===== config.mk =====
export PLATFORM = sky130hd
export DESIGN_NAME = cpu_alu_arb
export DESIGN_NICKNAME = d
export VERILOG_FILES = /design/src/rtl/cpu_alu_arb.sv
export SDC_FILE = /design/constraint.sdc
export NUM_CORES = 1
export LEC_CHECK = 0
export ABC_CLOCK_PERIOD_IN_PS = 3800
export CAP_MARGIN = 0
export CORE_MARGIN = 5
export CORE_UTILIZATION = 40
export DETAILED_ROUTE_END_ITERATION = 8
export GPL_TIMING_DRIVEN = 1
export HOLD_SLACK_MARGIN = 0.02
export PLACE_DENSITY_LB_ADDON = 0.12
export RECOVER_POWER = 50
export SYNTH_ARGS = -nofsm -noshare
export SYNTH_HDL_FRONTEND = slang
export SYNTH_SLANG_ARGS = --single-unit

===== constraint.sdc =====
create_clock -name clk -period 3.8 [get_ports clk]
set_input_delay 0.95 -clock clk [delete_from_list [all_inputs] [get_ports clk]]
set_output_delay 0.95 -clock clk [all_outputs]
set_load 0.05 [all_outputs]

===== src/rtl/cpu_alu_arb.sv =====
// Round-robin arbiter sharing one ALU between N_REQ requesters, with per-requester flag registers.
// Latency: handshake -> resp_valid after EXEC_CYC (MUL_CYC for multiply) edges; no backpressure on responses.
module cpu_alu_arb #(
  parameter int N_REQ    = 2,
  parameter int EXEC_CYC = 1,
  parameter int MUL_CYC  = 3
) (
  input  logic                 clk,
  input  logic                 rst_n,
  input  logic [N_REQ-1:0]     req_valid,
  output logic [N_REQ-1:0]     req_ready,
  input  logic [N_REQ*32-1:0]  req_a,
  input  logic [N_REQ*32-1:0]  req_b,
  input  logic [N_REQ*8-1:0]   req_op,
  input  logic [N_REQ-1:0]     flag_clr,
  output logic [31:0]          alu_a,
  output logic [31:0]          alu_b,
  output logic [7:0]           alu_op,
  input  logic [31:0]          alu_out,
  input  logic [3:0]           alu_flags,
  input  logic [3:0]           alu_flag_en,
  output logic [N_REQ-1:0]     resp_valid,
  output logic [31:0]          resp_out,
  output logic [N_REQ*4-1:0]   flags_q,
  output logic                 busy
);
  localparam int PW = (N_REQ > 2) ? 2 : 1;
  localparam int CW = (MUL_CYC > 1) ? $clog2(MUL_CYC) : 1;
  localparam logic [PW:0] L_NREQ = (PW+1)'(N_REQ);

  typedef enum logic {S_IDLE, S_EXEC} state_t;
  state_t r_state, w_state_nxt;

  logic [PW-1:0]      r_ptr, r_owner;
  logic [CW-1:0]      r_cnt;
  logic [31:0]        r_alu_a, r_alu_b, r_resp_out;
  logic [7:0]         r_alu_op;
  logic [N_REQ-1:0]   r_resp_vld;
  logic [N_REQ*4-1:0] r_flags;

  logic [2*N_REQ-1:0] w_dbl;
  logic [N_REQ-1:0]   w_rot, w_gnt_oh, w_own_oh;
  logic               w_found, w_hs, w_cap, w_mul;
  logic [PW-1:0]      w_off, w_grant, w_gnext;
  logic [PW:0]        w_sum, w_sum1;
  logic [31:0]        w_a, w_b;
  logic [7:0]         w_op;

  // Rotate valids so that bit 0 is the requester at ptr, then take the lowest set bit.
  assign w_dbl = {req_valid, req_valid} >> r_ptr;
  assign w_rot = w_dbl[N_REQ-1:0];

  always_comb begin
    w_found = 1'b0;
    w_off   = '0;
    for (int i = N_REQ-1; i >= 0; i--) begin
      if (w_rot[i]) begin
        w_found = 1'b1;
        w_off   = PW'(i);
      end
    end
  end

  assign w_sum    = {1'b0, r_ptr} + {1'b0, w_off};
  assign w_grant  = (w_sum >= L_NREQ) ? PW'(w_sum - L_NREQ) : w_sum[PW-1:0];
  assign w_sum1   = {1'b0, w_grant} + 1'b1;
  assign w_gnext  = (w_sum1 == L_NREQ) ? '0 : w_sum1[PW-1:0];
  assign w_gnt_oh = N_REQ'(1) << w_grant;
  assign w_own_oh = N_REQ'(1) << r_owner;

  always_comb begin
    w_a  = '0;
    w_b  = '0;
    w_op = '0;
    for (int i = 0; i < N_REQ; i++) begin
      if (w_grant == PW'(i)) begin
        w_a  = req_a[32*i +: 32];
        w_b  = req_b[32*i +: 32];
        w_op = req_op[8*i +: 8];
      end
    end
  end

  assign w_mul = w_op[4] & w_op[2];
  assign w_hs  = (r_state == S_IDLE) && w_found;
  assign w_cap = (r_state == S_EXEC) && (r_cnt == '0);

  assign req_ready  = (w_hs ? w_gnt_oh : '0) & {N_REQ{rst_n}};
  assign alu_a      = r_alu_a;
  assign alu_b      = r_alu_b;
  assign alu_op     = r_alu_op;
  assign resp_valid = r_resp_vld;
  assign resp_out   = r_resp_out;
  assign flags_q    = r_flags;
  assign busy       = (r_state == S_EXEC);

  always_ff @(posedge clk or negedge rst_n) begin
    if (!rst_n) r_state <= S_IDLE;
    else        r_state <= w_state_nxt;
  end

  always_comb begin
    w_state_nxt = r_state;
    case (r_state)
      S_IDLE:  if (w_found) w_state_nxt = S_EXEC;
      S_EXEC:  if (r_cnt == '0) w_state_nxt = S_IDLE;
      default: w_state_nxt = S_IDLE;
    endcase
  end

  always_ff @(posedge clk or negedge rst_n) begin
    if (!rst_n) begin
      r_ptr      <= '0;
      r_owner    <= '0;
      r_cnt      <= '0;
      r_alu_a    <= '0;
      r_alu_b    <= '0;
      r_alu_op   <= '0;
      r_resp_out <= '0;
      r_resp_vld <= '0;
    end else begin
      r_resp_vld <= '0;
      if (w_hs) begin
        r_alu_a  <= w_a;
        r_alu_b  <= w_b;
        r_alu_op <= w_op;
        r_owner  <= w_grant;
        r_ptr    <= w_gnext;
        r_cnt    <= w_mul ? CW'(MUL_CYC-1) : CW'(EXEC_CYC-1);
      end else if (w_cap) begin
        r_resp_out <= alu_out;
        r_resp_vld <= w_own_oh;
      end else if (r_state == S_EXEC) begin
        r_cnt <= r_cnt - 1'b1;
      end
    end
  end

  // Clear takes precedence over a coincident flag update.
  always_ff @(posedge clk or negedge rst_n) begin
    if (!rst_n) begin
      r_flags <= '0;
    end else begin
      for (int i = 0; i < N_REQ; i++) begin
        if (flag_clr[i])
          r_flags[4*i +: 4] <= 4'b0;
        else if (w_cap && r_owner == PW'(i))
          r_flags[4*i +: 4] <= (r_flags[4*i +: 4] & ~alu_flag_en) | (alu_flags & alu_flag_en);
      end
    end
  end
endmodule

==> flow_summary.ini, run 1 <==
[worst_hold_path]
min_from = resp_out[22]
min_path_cells = 1
whs_endpoint = resp_out[22]
hp-class = register to register

[run_status]
status = complete, but fails checks
violations = capacitance limit, slew limit

[global_routing]
grt_max_degree = 72
grt_usage_pct = 23.6
grt_pass1_vias = 5112
antenna_found_initial = 0
grt_overflow = 0
grt_pass1_wl_um = 26800

[clocking]
cts_sinks = 119
postCtsSetupBuffers = 0
hold_buffers = 0
cts_tree = built
cts_max_path_buffers = 2
cts_root_buf = clkbuf_16
cts_buffers = 17
cts_resized = 0
htree_levels = 4
path_clk_slew_ns = 0.05
clk_latency_ns = 0.40

[floorplan]
pin_count = 307
fp.dieW_um = 121
core_area_mm2 = 0.0120
die_h_um = 121
die_area_mm2 = 0.0145
start_util_pct = 40.7
rows = 40

[timing]
period_share_pct = 86.9
setup_viol = 0
tns_ns = 0
tightest_slew_ns = 1.61
report.final.hold_viol_count = 0
slew_headroom_pct = -7.60
maxSlewViolCount = 18
whs_ns = 0.498
fmax_mhz = 303
min_period_ns = 3.30
rsz0062_at_grt = false
fin_skew_ns = 0.00574

[worst_setup_path]
critPathLaunchType = primary input
rr_endpoint = resp_out[16]
cp-end-kind = output pin
r2r_slack_ns = 1.38
slowest_stage = dlygate4sd3_1
path_max_fanout = 6
path_class = primary input to output pin
slowest_delay_ns = 0.65
cp.arrival_ns = 2.35
cp_cell_sequence = dlygate4sd3_1 -> a21boi_4 -> nor2b_4 -> and2_1 -> buf_12
worstPathRequired_ns = 2.85
rr_startpoint = r_cnt[0]
reg2reg_depth = 5

[route]
routed_wl_um = 17400
dr.pass1.iters = 5
routed-via-count = 4738
viasPerCell = 5.17
drc = 0
wl_per_cell_um = 19.0
drt_iter0_drc = 287
final_antenna_net_count = 0

[pwr]
ir_worst_vdd_uv = 584
powerDensity_mw_per_mm2 = 979
p_leak_uw = 0.00382

[place]
gp_congestion = 0.800
io_buffers = 306
place_inst = 887
place_area_mm2 = 0.00810
hpwlAfterDp_um = 12800

[logic_synthesis]
ys_seq_area_share_pct = 60.9
ys_ff_latch = 119
netlist_area_mm2 = 0.00489
avgSynthCellArea_um2 = 10.7
ys_warn_count = 0
syn-num-nets = 648
syn_inst = 457
synth.distinct_cells = 27

[cells_and_area]
finalNetCount = 950
layout-drive-gt1-share_pct = 8.96
layoutNonFillerInstCount = 917
final_area_mm2 = 0.00865
diodes = 0
syn2layout_area_growth_pct = 77.0

[job]
cap_viol_max_count = 1
sequential cells by signal, indices dropped and copies added, names as in the netlist:
name        flops
r_ptr           1
alu_b          32
busy            1
resp_valid      2
flags_q         8
alu_a          32
r_owner         1
resp_out       32
alu_op          8
r_cnt           2
cell type report:
| cell class | count | area (um2) |
|---|---|---|
| fillers | 901 | 3360 |
| repair buffers | 313 | 3130 |
| flip-flops and latches | 119 | 2980 |
| multi-input cells | 304 | 1760 |
| clock buffers | 21 | 450 |
| well taps | 147 | 184 |
| clock inverters | 9 | 128 |
| inverters | 4 | 15.0 |
how the worst max path moves through the flow:
stage | start | slack, ns | endpoint
after floorplan | req_valid[0] | 0.81 | req_ready[0]
after detailed placement | req_valid[0] | 0.54 | req_ready[0]
after global placement | req_valid[0] | 0.56 | req_ready[0]
final | req_valid[1] | 0.50 | req_ready[0]
after global routing | req_valid[1] | 0.41 | alu_a[28]
after CTS | req_valid[0] | 0.53 | req_ready[0]
where the power goes:
group / internal, uW / switching [uW] / leakage, uW
Combinational: 1650 / 3020 / 0.00209
Clock: 1040 / 553 / 0.000275
Sequential: 1860 / 340 / 0.00146
Total: 4550 / 3910 / 0.00382
worst max-delay path, delay by kind of cell:
family | cells | cell delay, ns
AO/OA/AOI/OAI | 1 | 0.22
buffers and inverters | 2 | 0.80
AND/OR/NAND/NOR | 2 | 0.38
per-stage QoR:
stage	util (%)	worst slack (ns)	power [uW]
floorplan	-	0.811	5180
global placement	67.4	0.564	6840
detailed placement	67.4	0.540	6920
CTS	72.2	0.531	8560
global route	72.0	0.410	8840
finish	72.0	0.499	8470
cells in the final DEF (no fill, tap or decap), types with 2 or more instances in the layout:
cell	instances
o21bai_1	2
clkbuf_2	2
nand3_1	8
dfrtp_1	119
clkinv_2	3
inv_1	4
buf_12	3
clkbuf_16	17
dlygate4sd3_1	11
a22oi_1	70
clkdlybuf4s50_1	292
buf_4	3
nor2_1	2
and2_1	2
nand2_1	161
mux2_2	31
bufinv_16	3
o21ai_0	2
clkbuf_1	5
a21oi_1	10
clkinvlp_4	3
logic make-up after synthesis:
kind of cell / synth area share [%]
adders and majority gates: 0.256
muxes: 7.37
AOI/OAI and AO/OA: 13.4
buffers and inverters: 3.25
DFF: 60.9
and+or+nand+nor: 14.7
Yosys cell counts, drive strengths merged:
cell     number  area (um2)
and3          1        6.26
a21boi        1        18.8
a21oi        10        50.1
o31a          1        8.76
nor2b         2        12.5
a31oi         1        6.26
or4b          1        10.0
nor3b         1        7.51
o22ai         1        6.26
inv           4        15.0
nand2       161         604
ha            1        12.5
nor2          2        7.51
nand3         8        40.0
o21ai         2        10.0
o21bai        2        15.0
and3b         1        8.76
dfrtp       119        2980
o31ai         1        7.51
clkbuf        5        18.8
a22oi        70         526
and2          2        12.5
a2bb2oi       1        8.76
mux2         32         360
buf          25         125
nor3          1        5.00
nand2b        1        6.26
layer usage:
layer | global-route usage [%] | vias to the layer above | share of wire [%]
met5 | 0 | - | 0
met4 | 9.70 | 0 | 3.2
met3 | 8.42 | 33 | 8.9
met2 | 40.4 | 227 | 51
met1 | 26.7 | 2310 | 37
li1 | - | 2168 | -
Power figures use the tool's default switching activity.
==> run 2: changes to the inputs <==
- ABC_AREA: not set -> 1
- CAP_MARGIN: 0 -> 25
==> flow_summary.ini, run 2 <==
[logic_synthesis]
synthTopCellsByArea = dfrtp_1 59%, nand2_1 15%, a22oi_1 10%
ys.flop_type = dfrtp_1
netlist_top_cells_count = 198 x nand2_1, 119 x dfrtp_1, 82 x nand3_1
ys_ff_latch = 119
synth.distinct_cells = 19
netlist_area_mm2 = 0.00508
syn-num-nets = 733
async_reset_ff_share_pct = 100
synth-edff-count = 0
synth_area_leader_cell = dfrtp_1
ys_warn_count = 0
avgSynthCellArea_um2 = 9.37
synth_top_area_share_pct = 58.6
syn_inst = 542
synth_most_common_cell = nand2_1
ys_seq_area_share_pct = 58.6

[route]
dr.pass1.iters = 5
routed_wl_um = 18200
routed-via-count = 5130
final_antenna_net_count = 0
viasPerCell = 5.04
drt_iter0_drc = 416
wl_per_cell_um = 17.9
drc = 0

[worst_setup_path]
critPathLaunchType = primary input
rr_endpoint = flags_q[0]
path_max_fanout = 11
cp-end-kind = output pin
cp.arrival_ns = 2.46
rr_startpoint = r_cnt[0]
path_class = primary input to output pin
worstPathRequired_ns = 2.85
reg2reg_depth = 8
r2r_slack_ns = 0.76

[worst_hold_path]
min_from = resp_out[20]
min_path_cells = 2
hp-class = register to register
whs_endpoint = resp_out[20]

[clocking]
cts_root_buf = clkbuf_16
cts_tree = built
cts_buffers = 17
postCtsSetupBuffers = 0
clk_latency_ns = 0.41
htree_levels = 4
cts_resized = 0
hold_buffers = 0
cts_sinks = 119
path_clk_slew_ns = 0.05
cts_max_path_buffers = 2

[run_status]
status = complete, but fails checks
violations = capacitance limit, slew limit

[floorplan]
start_util_pct = 40.6
die_area_mm2 = 0.0151
core_area_mm2 = 0.0125
rows = 41
die_h_um = 123
fp.dieW_um = 123
pin_count = 307

[timing]
fin_skew_ns = 0.00478
period_share_pct = 89.7
tns_ns = 0
tightest_slew_ns = 1.57
maxSlewViolCount = 74
report.final.hold_viol_count = 0
setup_viol = 0
min_period_ns = 3.41
fmax_mhz = 294
rsz0062_at_grt = false
slew_headroom_pct = -4.72

[global_routing]
grt_overflow = 0
grt_pass1_wl_um = 27300
grt_usage_pct = 23.8
antenna_found_initial = 0
grt_max_degree = 74
grt_pass1_vias = 5304

[cells_and_area]
diodes = 0
final_common_cell = clkdlybuf4s50_1
final_util_pct = 69.7
syn2layout_area_growth_pct = 71.7
fillCellCount = 1004
layout-drive-gt1-share_pct = 4.73
finalNetCount = 1028
final_area_mm2 = 0.00872
layout_common_cells = 293 x clkdlybuf4s50_1, 199 x nand2_1, 119 x dfrtp_1, 82 x nand3_1, 70 x a22oi_1

[place]
io_buffers = 306
gp_congestion = 0.901
hpwlAfterDp_um = 13300
place_area_mm2 = 0.00819

[job]
cap_viol_max_count = 1

[pwr]
finalPower_uw = 8450
powerDensity_mw_per_mm2 = 968
ir_worst_vdd_uv = 720
p_leak_uw = 0.00397
-- run 2: worst max-delay path: stages --
cell and delay, ns:
clkdlybuf4s50_1 0.50, nand2_1 0.07, nand2_1 0.09, nand2_1 0.24, nor2_4 0.20, inv_2 0.05
nor2_1 0.18, buf_12 0.17
-- run 2: cell type report --
type | instances | area (um2) | share of cell area [%]
clock buffer | 25 | 536 | 6.14
clock inverter | 3 | 15.0 | 0.172
inverter | 12 | 45.0 | 0.516
multi-input combinational | 374 | 1810 | 20.8
sequential | 119 | 2980 | 34.1
tap | 172 | 215 | 2.47
timing repair buffer | 313 | 3120 | 35.8
-- run 2: logic make-up after synthesis --
group	count (synthesis)	synth area share, %
flops	119	58.6
buf+inv	49	5.57
simple gates	289	23.8
compound gates	84	11.8
fa+ha+maj	1	0.246
-- run 2: per-layer routing --
layer  track usage [%]  routed length [um]  vias to the layer above
met3              8.57                1700                       38
met4              10.6                 541                        0
met1              26.4                6540                     2421
met5                 0                   0                        -
li1                  -                   -                     2429
met2              40.9                9430                      242
-- run 2: worst max-delay path by stage --
| stage | to | slack (ns) | from | depth (start not counted) |
|---|---|---|---|---|
| 3_5_place_dp | req_ready[1] | 0.53 | req_valid[1] | 8 |
| 4_1_cts | req_ready[1] | 0.52 | req_valid[1] | 8 |
| 2_1_floorplan | req_ready[1] | 0.62 | req_valid[0] | 7 |
| 3_3_place_gp | req_ready[1] | 0.57 | req_valid[1] | 8 |
| 6_report | req_ready[1] | 0.39 | req_valid[1] | 8 |
| 5_1_grt | req_ready[1] | 0.26 | req_valid[1] | 8 |
-- run 2: through the flow --
| step | instances | hold slack (ns) | setup slack, ns |
|---|---|---|---|
| after floorplan | 542 | 0.446 | 0.617 |
| after global placement | 990 | 0.461 | 0.567 |
| after detailed placement | 990 | 0.464 | 0.527 |
| after CTS | 1018 | 0.479 | 0.518 |
| after global routing | 1018 | 0.498 | 0.258 |
| final | 1018 | 0.477 | 0.393 |
-- run 2: power breakdown --
part	internal, uW	leakage (uW)	switching, uW
Sequential	1860	0.00148	313
Combinational	1560	0.00221	3240
Clock	953	0.000279	526
==> run 3: changes to the inputs <==
- TNS_END_PERCENT: not set -> 10
==> results of run 3 <==
Same layout as run 2: the final DEF is identical, and so are final timing and power.
